<file path="src/rtl/vga_pkg.sv">
// vga_pkg: constants and types shared by the VGA generator and capture blocks
package vga_pkg;
  localparam int CW = 10;
  localparam int H_ACTIVE_DEF = 640;
  localparam int V_ACTIVE_DEF = 480;
  localparam bit SYNC_ACTIVE_LOW = 1'b0;
  localparam bit SYNC_ACTIVE_HIGH = 1'b1;
  localparam int PIX_W = 12;
  localparam int LINE_W = 11;
  typedef enum logic {WAIT_VSYNC, IN_FRAME} cap_state_t;
endpackage

</file>
<file path="src/rtl/vga_sync_edge.sv">
// vga_sync_edge: registers a sync input, normalises polarity and flags the assertion edge
module vga_sync_edge import vga_pkg::*; #(
  parameter bit SYNC_POL = SYNC_ACTIVE_LOW
) (
  input  logic i_clk,
  input  logic i_rst,
  input  logic i_sync,
  output logic o_level,
  output logic o_edge
);
  logic r_level, r_prev;
  always_ff @(posedge i_clk) begin
    if (i_rst) begin
      r_level <= 1'b0;
      r_prev  <= 1'b0;
    end else begin
      r_level <= (i_sync == SYNC_POL);
      r_prev  <= r_level;
    end
  end
  assign o_level = r_level;
  assign o_edge  = r_level & ~r_prev;
endmodule

</file>
<file path="src/rtl/vga_capture.sv">
// vga_capture: measures line/frame geometry and colour checksum of a VGA stream, flags timing errors
module vga_capture import vga_pkg::*; #(
  parameter int H_ACTIVE = H_ACTIVE_DEF,
  parameter int V_ACTIVE = V_ACTIVE_DEF,
  parameter int CW = vga_pkg::CW,
  parameter bit SYNC_POL = SYNC_ACTIVE_LOW
) (
  input  logic              clock,
  input  logic              reset,
  input  logic              hsync,
  input  logic              vsync,
  input  logic [CW-1:0]     red,
  input  logic [CW-1:0]     green,
  input  logic [CW-1:0]     blue,
  input  logic              pxlen,
  input  logic              active,
  input  logic              clear_err,
  output logic              frame_valid,
  output logic [PIX_W-1:0]  line_pixels,
  output logic [LINE_W-1:0] frame_lines,
  output logic [15:0]       frame_count,
  output logic [31:0]       frame_sum,
  output logic              err_hpix,
  output logic              err_vlines,
  output logic              err_sync
);
  logic w_hs_lvl, w_hs_edge, w_vs_lvl, w_vs_edge;
  logic [CW-1:0] r_red, r_green, r_blue;
  logic r_pxlen, r_active, r_clear_err;
  cap_state_t r_state, w_state_nxt;
  logic [PIX_W-1:0] r_pix_cnt, w_pix_inc, r_line_pixels;
  logic [LINE_W-1:0] r_line_cnt, w_lines_inc, r_frame_lines;
  logic [31:0] r_sum_acc, w_sum_inc, r_frame_sum;
  logic [15:0] r_frame_count;
  logic r_frame_valid, r_err_hpix, r_err_vlines, r_err_sync;
  logic w_acc, w_in_frame, w_line_close, w_frame_close;
  logic w_hpix_set, w_vlines_set, w_sync_set;
  logic [CW+1:0] w_rgb;

  vga_sync_edge #(.SYNC_POL(SYNC_POL)) u_hs (
    .i_clk(clock), .i_rst(reset), .i_sync(hsync), .o_level(w_hs_lvl), .o_edge(w_hs_edge)
  );
  vga_sync_edge #(.SYNC_POL(SYNC_POL)) u_vs (
    .i_clk(clock), .i_rst(reset), .i_sync(vsync), .o_level(w_vs_lvl), .o_edge(w_vs_edge)
  );

  always_ff @(posedge clock) begin
    if (reset) begin
      r_red       <= '0;
      r_green     <= '0;
      r_blue      <= '0;
      r_pxlen     <= 1'b0;
      r_active    <= 1'b0;
      r_clear_err <= 1'b0;
      r_state     <= WAIT_VSYNC;
    end else begin
      r_red       <= red;
      r_green     <= green;
      r_blue      <= blue;
      r_pxlen     <= pxlen;
      r_active    <= active;
      r_clear_err <= clear_err;
      r_state     <= w_state_nxt;
    end
  end

  // A pixel sampled with a closing edge is folded into the line/frame it closes
  always_comb begin
    w_acc         = r_pxlen & r_active;
    w_in_frame    = r_state == IN_FRAME;
    w_rgb         = (CW+2)'(r_red) + (CW+2)'(r_green) + (CW+2)'(r_blue);
    w_pix_inc     = r_pix_cnt + PIX_W'(w_acc && (r_pix_cnt != '1));
    w_line_close  = w_in_frame && w_hs_edge && (w_pix_inc != '0);
    w_lines_inc   = r_line_cnt + LINE_W'(w_line_close && (r_line_cnt != '1));
    w_sum_inc     = r_sum_acc + (w_acc ? 32'(w_rgb) : 32'd0);
    w_frame_close = w_in_frame && w_vs_edge;
    w_hpix_set    = w_line_close && (w_pix_inc != PIX_W'(H_ACTIVE));
    w_vlines_set  = w_frame_close && (w_lines_inc != LINE_W'(V_ACTIVE));
    w_sync_set    = w_in_frame && w_acc && (w_hs_lvl || w_vs_lvl);
    w_state_nxt   = w_vs_edge ? IN_FRAME : r_state;
  end

  always_ff @(posedge clock) begin
    if (reset) begin
      r_pix_cnt     <= '0;
      r_line_cnt    <= '0;
      r_sum_acc     <= '0;
      r_line_pixels <= '0;
      r_frame_lines <= '0;
      r_frame_sum   <= '0;
      r_frame_count <= '0;
      r_frame_valid <= 1'b0;
      r_err_hpix    <= 1'b0;
      r_err_vlines  <= 1'b0;
      r_err_sync    <= 1'b0;
    end else begin
      r_frame_valid <= w_frame_close;
      r_err_hpix    <= w_hpix_set | (r_err_hpix & ~r_clear_err);
      r_err_vlines  <= w_vlines_set | (r_err_vlines & ~r_clear_err);
      r_err_sync    <= w_sync_set | (r_err_sync & ~r_clear_err);
      if (w_line_close) r_line_pixels <= w_pix_inc;
      if (w_frame_close) begin
        r_frame_lines <= w_lines_inc;
        r_frame_sum   <= w_sum_inc;
        r_frame_count <= r_frame_count + 16'd1;
      end
      r_pix_cnt  <= (!w_in_frame || w_hs_edge || w_vs_edge) ? '0 : w_pix_inc;
      r_line_cnt <= (!w_in_frame || w_vs_edge) ? '0 : w_lines_inc;
      r_sum_acc  <= (!w_in_frame || w_vs_edge) ? '0 : w_sum_inc;
    end
  end

  assign frame_valid = r_frame_valid;
  assign line_pixels = r_line_pixels;
  assign frame_lines = r_frame_lines;
  assign frame_count = r_frame_count;
  assign frame_sum   = r_frame_sum;
  assign err_hpix    = r_err_hpix;
  assign err_vlines  = r_err_vlines;
  assign err_sync    = r_err_sync;
endmodule

</file>
<file path="config.mk">
export PLATFORM = sky130hd
export DESIGN_NAME = vga_capture
export DESIGN_NICKNAME = d
export VERILOG_FILES = /design/src/rtl/vga_pkg.sv /design/src/rtl/vga_sync_edge.sv /design/src/rtl/vga_capture.sv
export SDC_FILE = /design/constraint.sdc
export NUM_CORES = 1
export LEC_CHECK = 0
export CORE_MARGIN = 3
export CORE_UTILIZATION = 50
export DETAILED_ROUTE_END_ITERATION = 8
export PLACE_DENSITY = 0.75
export SYNTH_ARGS = -nofsm -noshare
export SYNTH_HDL_FRONTEND = slang
export SYNTH_SLANG_ARGS = --single-unit
export TNS_END_PERCENT = 100
</file>
<file path="constraint.sdc">
create_clock -name clock -period 6.45 [get_ports clock]
set_input_delay 1.29 -clock clock [delete_from_list [all_inputs] [get_ports clock]]
set_output_delay 1.29 -clock clock [all_outputs]
set_load 0.02 [all_outputs]
</file>
==> flow_metrics.py, run 1 <==
metrics = {
    "drt": {
        "dr.pass1.iters": 5,
        "ant_nets": 0,
        "drcViolationCount": 0,
        "drtIter0Drc": 303,
        "post_drt_wl_per_cell_um": 15.4,
        "drt-total-wl_um": 17100,
        "vias_per_cell": 5.37,
        "vias": 5961,
    },
    "synthesis": {
        "yosysMostFrequentCell": "dfxtp_1",
        "avgSynthCellArea_sq_um": 9.16,
        "yosysTopAreaCell": "dfxtp_1",
        "synth_cells": 825,
        "synth_area_sq_um": 7560,
        "ys_warn_count": 0,
        "synth_area_leaders": "dfxtp_1, nor2_1, xor2_1",
        "ys_types": 58,
        "ys.flop_type": "dfxtp_1",
        "synth-seq-cells": 168,
        "synth_top_area_share_pct": 44.5,
        "async_flop_share_pct": 0,
        "synth_common_cells": "dfxtp_1, nor2_1, nand2_1",
        "syn_nets": 900,
        "synth_enable_flop_cells": 0,
        "ys_seq_area_share_pct": 44.5,
    },
    "placed_design": {
        "hpwlAfterDp_um": 11700,
        "dp_cells": 1079,
        "place_ws_ns": 1.63,
        "port_buffers": 111,
        "gp_congestion": 0.854,
    },
    "die": {
        "ios": 112,
        "die_w_um": 129,
        "fp.dieH_um": 129,
        "core_area_sq_um": 14600,
        "rows": 44,
        "die-area_sq_um": 16600,
        "start_util_pct": 51.6,
    },
    "clock_tree": {
        "post_cts_buffers": 0,
        "cts-htree-levels": 4,
        "clk_latency_ns": 0.43,
        "clk_path_buf_depth": 2,
        "cts.sink_count": 168,
        "clk_transition_reported_paths_ns": 0.07,
        "tritoncts": "done",
        "cts.root.buffer_cell": "clkbuf_16",
        "cts_hold_buffers": 0,
        "numCtsBuffers": 17,
        "cts_resized": 0,
    },
    "cells_and_area": {
        "seqCellArea_sq_um": 3360,
        "fill_cells": 1256,
        "drive_above_1_share_pct": 5.83,
        "antenna_cells": 0,
        "instances_no_fill": 1111,
        "area_growth_pct": 22.6,
        "layout.nets": 989,
        "multi_input_area_sq_um": 3870,
    },
    "critical_path": {
        "end_kind": "flip-flop",
        "worst_ep_required_time_ns": 6.79,
        "crit_arrival_ns": 5.17,
        "worst_setup_path_start_kind": "flip-flop",
        "crit_fanout": 12,
        "critical_path_class": "reg -> reg",
    },
    "grt": {
        "grt_overflow": 0,
        "grt_pass1_vias": 5621,
        "grt_max_degree": 73,
        "grt_antenna_before_repair": 0,
        "track_usage_pct": 21.4,
        "grt_pass1_wl_um": 28400,
    },
    "power": {
        "ir_worst_vdd_v": 0.000211,
        "finalPower_w": 0.00220,
        "total_leakage_power_nw": 3.35,
        "powerDensity_nw_per_um2": 238,
    },
    "timing": {
        "max-slew-margin-rel_pct": 21.4,
        "finalSetupViolations": 0,
        "worst_slack_ns": 1.62,
        "fmax_ghz": 0.207,
        "hold_viol": 0,
        "period_share_pct": 74.9,
        "tightest_slew_ns": 1.17,
        "whs_ns": 0.458,
        "drv_slew": 0,
        "rsz0062_at_grt": "no",
        "fin_crit_ns": 4.83,
        "finalClockSkew_ns": 0.0198,
        "tns_ns": 0,
    },
    "job": {
        "drv_cap": 0,
    },
    "outcome": {
        "status": "completed",
    },
    "min_path": {
        "hp-class": "reg -> reg",
    },
}
==> per-stage QoR <==
step / util [%] / cell area, sq um
CTS: 63.3 / 9270
global placement: 59.4 / 8700
detailed placement: 59.4 / 8700
global route: 63.3 / 9270
floorplan: - / 7560
finish: 63.3 / 9270
==> state kept, by name, summed over array words and instances (netlist names), 10 cells and up <==
name         cells
r_blue          10
frame_sum       32
r_pix_cnt       12
line_pixels     12
r_green         10
frame_lines     11
frame_count     16
r_red           10
r_sum_acc       32
r_line_cnt      11
==> final timing paths <==
check	start	endpoint	slack, ns	depth (start not counted)
setup / recovery	r_red[1]$_SDFF_PP0_	frame_sum[30]$_SDFFE_PP0P_	1.62	17
hold reg to reg	frame_sum[10]$_SDFFE_PP0P_	frame_sum[10]$_SDFFE_PP0P_	0.46	2
hold / removal	frame_sum[10]$_SDFFE_PP0P_	frame_sum[10]$_SDFFE_PP0P_	0.46	2
setup reg to reg	r_red[1]$_SDFF_PP0_	frame_sum[30]$_SDFFE_PP0P_	1.62	17
==> power by group <==
part	internal (W)	switching, W	leakage, nW
combinational	0.0000738	0.0000814	1.72
clock	0.000556	0.000423	0.262
sequential	0.00106	0.0000116	1.36
total	0.00169	0.000516	3.35
==> worst max-delay path, stage by stage, from the launching register on <==
cell	delay [ns]
dfxtp_1	0.32
fa_1	0.54
ha_1	0.16
inv_1	0.05
fa_1	0.37
nor2b_1	0.15
o21ai_0	0.11
a21boi_0	0.23
o21ai_0	0.17
a21o_1	0.21
mux2i_1	0.13
ha_1	0.40
and3_1	0.25
a21oi_1	0.08
a31oi_1	0.85
o2111ai_1	0.26
xor2_1	0.20
a211oi_1	0.25
==> placed cells by master (no fill, tap or decap), types with 8 or more instances in the layout <==
| master | n |
|---|---|
| a21oi_1 | 36 |
| o2111ai_1 | 8 |
| and3_1 | 15 |
| nand2b_1 | 8 |
| or3_1 | 8 |
| ha_1 | 26 |
| nor2_1 | 117 |
| a211oi_1 | 31 |
| nor2b_1 | 43 |
| clkbuf_16 | 17 |
| xnor2_1 | 13 |
| o21ai_0 | 26 |
| inv_1 | 22 |
| o211ai_1 | 11 |
| fa_1 | 12 |
| dfxtp_1 | 168 |
| xor2_1 | 45 |
| nand3_1 | 29 |
| nor3_1 | 17 |
| nand4_1 | 13 |
| clkdlybuf4s50_1 | 110 |
| and2_1 | 10 |
| nand2_1 | 46 |
==> final cells by class <==
type | instances | area share [%]
well taps | 184 | 2.48
clock buffers | 20 | 4.93
flip-flops and latches | 168 | 36.3
multi-input cells | 589 | 41.8
clock inverters | 12 | 1.24
inverters | 22 | 0.891
repair buffers | 116 | 12.4
==> metal layers <==
metal	vias to the layer above	track usage, %	part of all wire [%]
met4	0	6.55	0.73
met1	2785	30.8	50
met5	-	0	0
met3	7	5.52	4.8
met2	127	31.4	44
li1	3042	-	-
==> cell families after synthesis <==
logic type,after synthesis,share of synthesized area (%)
AO/OA/AOI/OAI,152,14.0
XOR/XNOR,58,6.72
adder cells (fa/ha/maj),38,7.48
buffers and inverters,68,4.25
flip-flops,168,44.5
multiplexers,3,0.397
AND/OR/NAND/NOR,338,22.6
(Power assumes the default switching activity.)
==> run 2: changes to the inputs <==
- CORE_UTILIZATION: 50 -> 49
- PLACE_DENSITY: 0.75 -> 0.76
- clock period: 6.45 -> 4.1 ns (I/O delays scaled with it)
==> flow_metrics.py, run 2 (synthesis results as in run 1) <==
metrics = {
    "outcome": {
        "status": "complete, but fails checks",
        "violations": "setup timing",
    },
    "cells_and_area": {
        "antenna_cells": 0,
        "seqCellArea_sq_um": 3370,
        "area_growth_pct": 30.9,
        "drive_above_1_share_pct": 14.4,
        "fill_cells": 1163,
        "layout.nets": 1036,
        "fin_util_pct": 66.8,
        "layout_commonest_cell": "dfxtp_1",
        "layout_common_cells": "dfxtp_1, nor2_1, clkdlybuf4s50_1",
        "multi_input_area_sq_um": 4120,
    },
    "die": {
        "ios": 112,
        "die_w_um": 130,
        "start_util_pct": 51.0,
        "die-area_sq_um": 16900,
        "fp.dieH_um": 130,
        "rows": 44,
        "core_area_sq_um": 14800,
    },
    "timing": {
        "fin_crit_ns": 4.15,
        "whs_ns": 0.464,
        "fmax_ghz": 0.241,
        "drv_slew": 0,
        "hold_viol": 0,
        "worst_slack_ns": -0.0548,
        "finalClockSkew_ns": 0.00946,
        "max-slew-margin-rel_pct": 39.6,
        "finalSetupViolations": 8,
        "tns_ns": -0.190,
        "rsz0062_at_grt": "yes",
        "period_share_pct": 101,
        "tightest_slew_ns": 0.906,
    },
    "clock_tree": {
        "clk_transition_reported_paths_ns": 0.07,
        "cts_hold_buffers": 0,
        "numCtsBuffers": 17,
        "clk_latency_ns": 0.43,
        "clk_path_buf_depth": 2,
        "cts-htree-levels": 4,
        "cts.root.buffer_cell": "clkbuf_16",
        "cts.sink_count": 168,
        "tritoncts": "done",
    },
    "placed_design": {
        "port_buffers": 111,
        "gp_congestion": 0.880,
        "hpwlAfterDp_um": 12100,
        "place_ws_ns": -0.281,
    },
    "power": {
        "pwr-share-comb_pct": 7.8,
        "p_sw_share_pct": 23.3,
        "total_leakage_power_nw": 3.61,
        "pwr-share-clk_pct": 45.0,
        "finalPower_w": 0.00357,
        "intPower_w": 0.00273,
        "powerDensity_nw_per_um2": 360,
        "pwr-share-seq_pct": 47.2,
        "switchingPower_w": 0.000832,
        "ir_worst_vdd_v": 0.000301,
    },
    "critical_path": {
        "worst-path-buf-inv": 1,
        "slowest_delay_ns": 0.53,
        "crit_slowest_cell": "fa_1",
        "r2r_setup_slack_ns": -0.05,
        "critical_path_class": "reg -> reg",
        "end_kind": "flip-flop",
        "crit_arrival_ns": 4.43,
        "worst_setup_path_start_kind": "flip-flop",
        "worst_ep_required_time_ns": 4.38,
        "crit_chain": "fa_1 > ha_2 > inv_2 > fa_2 > nor2b_4 > o21ai_4 > a21boi_2 > o21ai_2 > a21o_1 > mux2i_1 > ha_1 > and3_4 > a21o_1 > or3_4 > o211ai_1 > xor2_1 > a211oi_1",
        "cpLargestDelayFamily": "adder cells",
        "crit_fanout": 5,
        "crit_top_cell": "a21o_1",
    },
    "grt": {
        "grt_pass1_wl_um": 29400,
        "grt_max_degree": 69,
        "grt_antenna_before_repair": 0,
        "grt_pass1_vias": 5940,
        "grt_overflow": 0,
        "track_usage_pct": 21.7,
    },
    "drt": {
        "vias_per_cell": 5.40,
        "dr.pass1.iters": 5,
        "drt-total-wl_um": 18500,
        "drtIter0Drc": 353,
        "ant_nets": 0,
        "post_drt_wl_per_cell_um": 16.0,
        "vias": 6248,
        "drcViolationCount": 0,
    },
    "min_path": {
        "hp-class": "reg -> reg",
    },
    "job": {
        "drv_cap": 0,
    },
}
run 2: cell types whose count changed in the layout (fill, tap and decap cells not counted), moves of 5 or more:
cell / before / now
o21ai_0: 26 / 21
buf_4: 6 / 45
o2111ai_2: 0 / 6
buf_6: 0 / 5
o2111ai_1: 8 / 1
run 2: power by group through the flow:
| stage | combinational, W | clock (W) | sequential (W) |
|---|---|---|---|
| final | 0.000278 | 0.00161 | 0.00168 |
| after global routing | 0.000306 | 0.00170 | 0.00168 |
| after CTS | 0.000269 | 0.00164 | 0.00168 |
| after detailed placement | 0.000252 | 0 | 0.00172 |
| after global placement | 0.000251 | 0 | 0.00172 |
| after floorplan | 0.000143 | 0 | 0.00173 |
run 2: cell type report:
type / count / share of cell area (%)
timing repair buffer: 162 / 15.2
clock buffer: 19 / 4.58
tap: 184 / 2.33
inverter: 22 / 0.834
sequential: 168 / 34.0
clock inverter: 12 / 1.42
multi-input combinational: 590 / 41.6
run 2: path summary, 6_finish.rpt:
check / end / from / cells after the start
max: frame_sum[25]$_SDFFE_PP0P_ / r_blue[1]$_SDFF_PP0_ / 17
min: frame_sum[0]$_SDFFE_PP0P_ / frame_sum[0]$_SDFFE_PP0P_ / 2
max reg2reg: frame_sum[25]$_SDFFE_PP0P_ / r_blue[1]$_SDFF_PP0_ / 17
min reg2reg: frame_sum[0]$_SDFFE_PP0P_ / frame_sum[0]$_SDFFE_PP0P_ / 2
run 2: worst reg2reg max path: cells and delay by family (launching register included):
kind                     cells  cell delay (ns)
AO/OA/AOI/OAI                7             1.08
buffers and inverters        1             0.04
AND/OR/NAND/NOR              3             0.75
flip-flops                   1             0.32
XOR/XNOR                     1             0.23
adder cells (fa/ha/maj)      4             1.40
multiplexers                 1             0.19
run 2: layer usage:
metal | vias up | GRT usage [%] | routed length, um | share of wire (%)
li1 | 3132 | - | - | -
met1 | 2938 | 30.4 | 8780 | 47
met2 | 156 | 33.6 | 8530 | 46
met3 | 22 | 5.53 | 939 | 5.1
met4 | 0 | 5.44 | 233 | 1.3
met5 | - | 0 | 0 | 0
run 2: timing repair:
action	CTS	global route
endpoints found under the setup margin	41	45
pin swaps	12	39
gates resized for setup	17	46
gates cloned	1	3
endpoints found under the hold margin	0	0
buffers inserted	9	3
run 2: stage by stage:
stage / std cells / area [sq um]
3_5_place_dp: 1111 / 8940
2_1_floorplan: 825 / 7560
4_1_cts: 1152 / 9650
6_report: 1157 / 9900
5_1_grt: 1157 / 9900
3_3_place_gp: 1111 / 8940
==> run 3: changes to the inputs <==
- CORE_MARGIN: 3 -> unset
==> flow_metrics.py, run 3 (synthesis results as in run 1) <==
metrics = {
    "timing": {
        "period_share_pct": 101,
        "finalSetupViolations": 2,
        "tns_ns": -0.0281,
        "drv_slew": 0,
        "max-slew-margin-rel_pct": 38.3,
        "tightest_slew_ns": 0.924,
        "whs_ns": 0.466,
        "fin_crit_ns": 4.12,
        "rsz0062_at_grt": "yes",
        "hold_viol": 0,
        "fmax_ghz": 0.243,
        "worst_slack_ns": -0.0213,
        "finalClockSkew_ns": 0.00984,
    },
    "clock_tree": {
        "tritoncts": "done",
        "cts.root.buffer_cell": "clkbuf_16",
        "clk_path_buf_depth": 2,
        "clk_transition_reported_paths_ns": 0.07,
        "cts.sink_count": 168,
        "numCtsBuffers": 17,
        "cts-htree-levels": 4,
        "clk_latency_ns": 0.43,
    },
    "grt": {
        "track_usage_pct": 23.0,
        "grt_antenna_before_repair": 0,
        "grt_max_degree": 74,
        "grt_pass1_vias": 6062,
        "grt_pass1_wl_um": 29400,
        "grt_overflow": 0,
    },
    "power": {
        "ir_worst_vdd_v": 0.000398,
        "intPower_w": 0.00273,
        "switchingPower_w": 0.000851,
        "pwr-share-comb_pct": 7.7,
        "pwr-share-clk_pct": 45.3,
        "total_leakage_power_nw": 3.64,
        "powerDensity_nw_per_um2": 361,
        "pwr-share-seq_pct": 47.0,
        "p_sw_share_pct": 23.8,
    },
    "critical_path": {
        "r2r-start": "r_red[1]$_SDFF_PP0_",
        "worst_ep_required_time_ns": 4.39,
        "critical_path_class": "reg -> reg",
        "crit_start": "r_red[1]$_SDFF_PP0_",
        "crit_arrival_ns": 4.41,
        "end_kind": "flip-flop",
        "crit_fanout": 5,
        "worst_setup_path_start_kind": "flip-flop",
    },
    "drt": {
        "vias": 6336,
        "dr.pass1.iters": 6,
        "ant_nets": 0,
        "vias_per_cell": 5.43,
        "drtIter0Drc": 361,
        "drt-total-wl_um": 17800,
        "drcViolationCount": 0,
        "post_drt_wl_per_cell_um": 15.2,
    },
    "placed_design": {
        "hpwlAfterDp_um": 11800,
        "gp_congestion": 0.877,
        "port_buffers": 111,
    },
    "die": {
        "core_area_sq_um": 15100,
        "die-area_sq_um": 15900,
        "start_util_pct": 49.9,
        "rows": 45,
        "ios": 112,
        "fp.dieH_um": 126,
        "die_w_um": 126,
    },
    "cells_and_area": {
        "drive_above_1_share_pct": 14.8,
        "antenna_cells": 0,
        "layout.nets": 1040,
        "layout_common_cells": "dfxtp_1, nor2_1, clkdlybuf4s50_1",
        "area_growth_pct": 31.3,
        "layout_commonest_cell": "dfxtp_1",
    },
    "job": {
        "drv_cap": 0,
    },
    "outcome": {
        "violations": "setup timing",
        "status": "complete, but fails checks",
    },
    "min_path": {
        "hp-class": "reg -> reg",
        "hold_start": "frame_lines[0]$_SDFFE_PP0P_",
    },
}
-- run 3: cell types whose count changed in the layout (fill, tap and decap cells not counted), sizes merged --
cell	change
or3	-1
clkbuf	-1
clkinv	+2
buf	+5
-- run 3: critical path: stages, from the launching register on --
cell and delay [ns]:
dfxtp_2 0.32, fa_1 0.54, ha_2 0.19, inv_2 0.04, fa_2 0.36, nor2b_4 0.14
o21ai_2 0.07, a21boi_2 0.17, o21ai_2 0.08, a21o_1 0.18, mux2i_1 0.18, ha_1 0.30
buf_4 0.16, nand2_2 0.07, o21bai_2 0.08, or3_4 0.40, buf_6 0.15, o211ai_1 0.22
xor2_1 0.22, a211oi_1 0.10
-- run 3: path summary, 6_finish.rpt --
| check | slack [ns] | endpoint | cells after the start |
|---|---|---|---|
| setup reg to reg | -0.02 | frame_sum[25]$_SDFFE_PP0P_ | 19 |
| hold / removal | 0.47 | frame_lines[0]$_SDFFE_PP0P_ | 2 |
| setup / recovery | -0.02 | frame_sum[25]$_SDFFE_PP0P_ | 19 |
| hold reg to reg | 0.47 | frame_lines[0]$_SDFFE_PP0P_ | 2 |
-- run 3: timing repair --
| action | 4_1_cts | 5_1_grt |
|---|---|---|
| gates resized for setup | 20 | 37 |
| cloned | 1 | 1 |
| hold buffers | 0 | 0 |
| pin swaps | 17 | 27 |
| setup endpoints to repair | 42 | 44 |
| endpoints found under the hold margin | 0 | 0 |
| buffers inserted | 11 | 1 |
-- run 3: final cells by class --
cell class                      count  area (sq um)
Inverter                           22          82.6
Timing Repair Buffer              167          1550
Sequential cell                   168          3370
Clock inverter                     14           164
Multi-Input combinational cell    589          4080
Clock buffer                       18           439
Fill cell                        1207          5230
Tap cell                          188           235
-- run 3: per-stage QoR --
step	setup slack, ns	total power (W)	utilization [%]	cells	instance area, sq um
final	-0.0213	0.00358	65.5	1166	9920
after global placement	-0.119	0.00197	59.3	1120	8980
after CTS	0.00105	0.00359	64.2	1164	9730
after floorplan	0.0276	0.00187	-	825	7560
after global routing	-0.224	0.00372	65.5	1166	9920
after detailed placement	-0.232	0.00197	59.3	1120	8980
-- run 3: per-layer routing --
| layer | vias to the layer above | share of wire (%) | global-route usage, % |
|---|---|---|---|
| li1 | 3131 | - | - |
| met1 | 3061 | 48 | 31.0 |
| met2 | 129 | 46 | 36.5 |
| met3 | 15 | 4.6 | 5.82 |
| met4 | 0 | 0.97 | 6.31 |
| met5 | - | 0 | 0 |
-- run 3: power groups by stage --
stage | logic (W) | registers, W | clock network, W
floorplan | 0.000143 | 0.00173 | 0
detailed placement | 0.000251 | 0.00172 | 0
global route | 0.000306 | 0.00168 | 0.00173
CTS | 0.000267 | 0.00168 | 0.00165
finish | 0.000277 | 0.00168 | 0.00162
global placement | 0.000249 | 0.00172 | 0
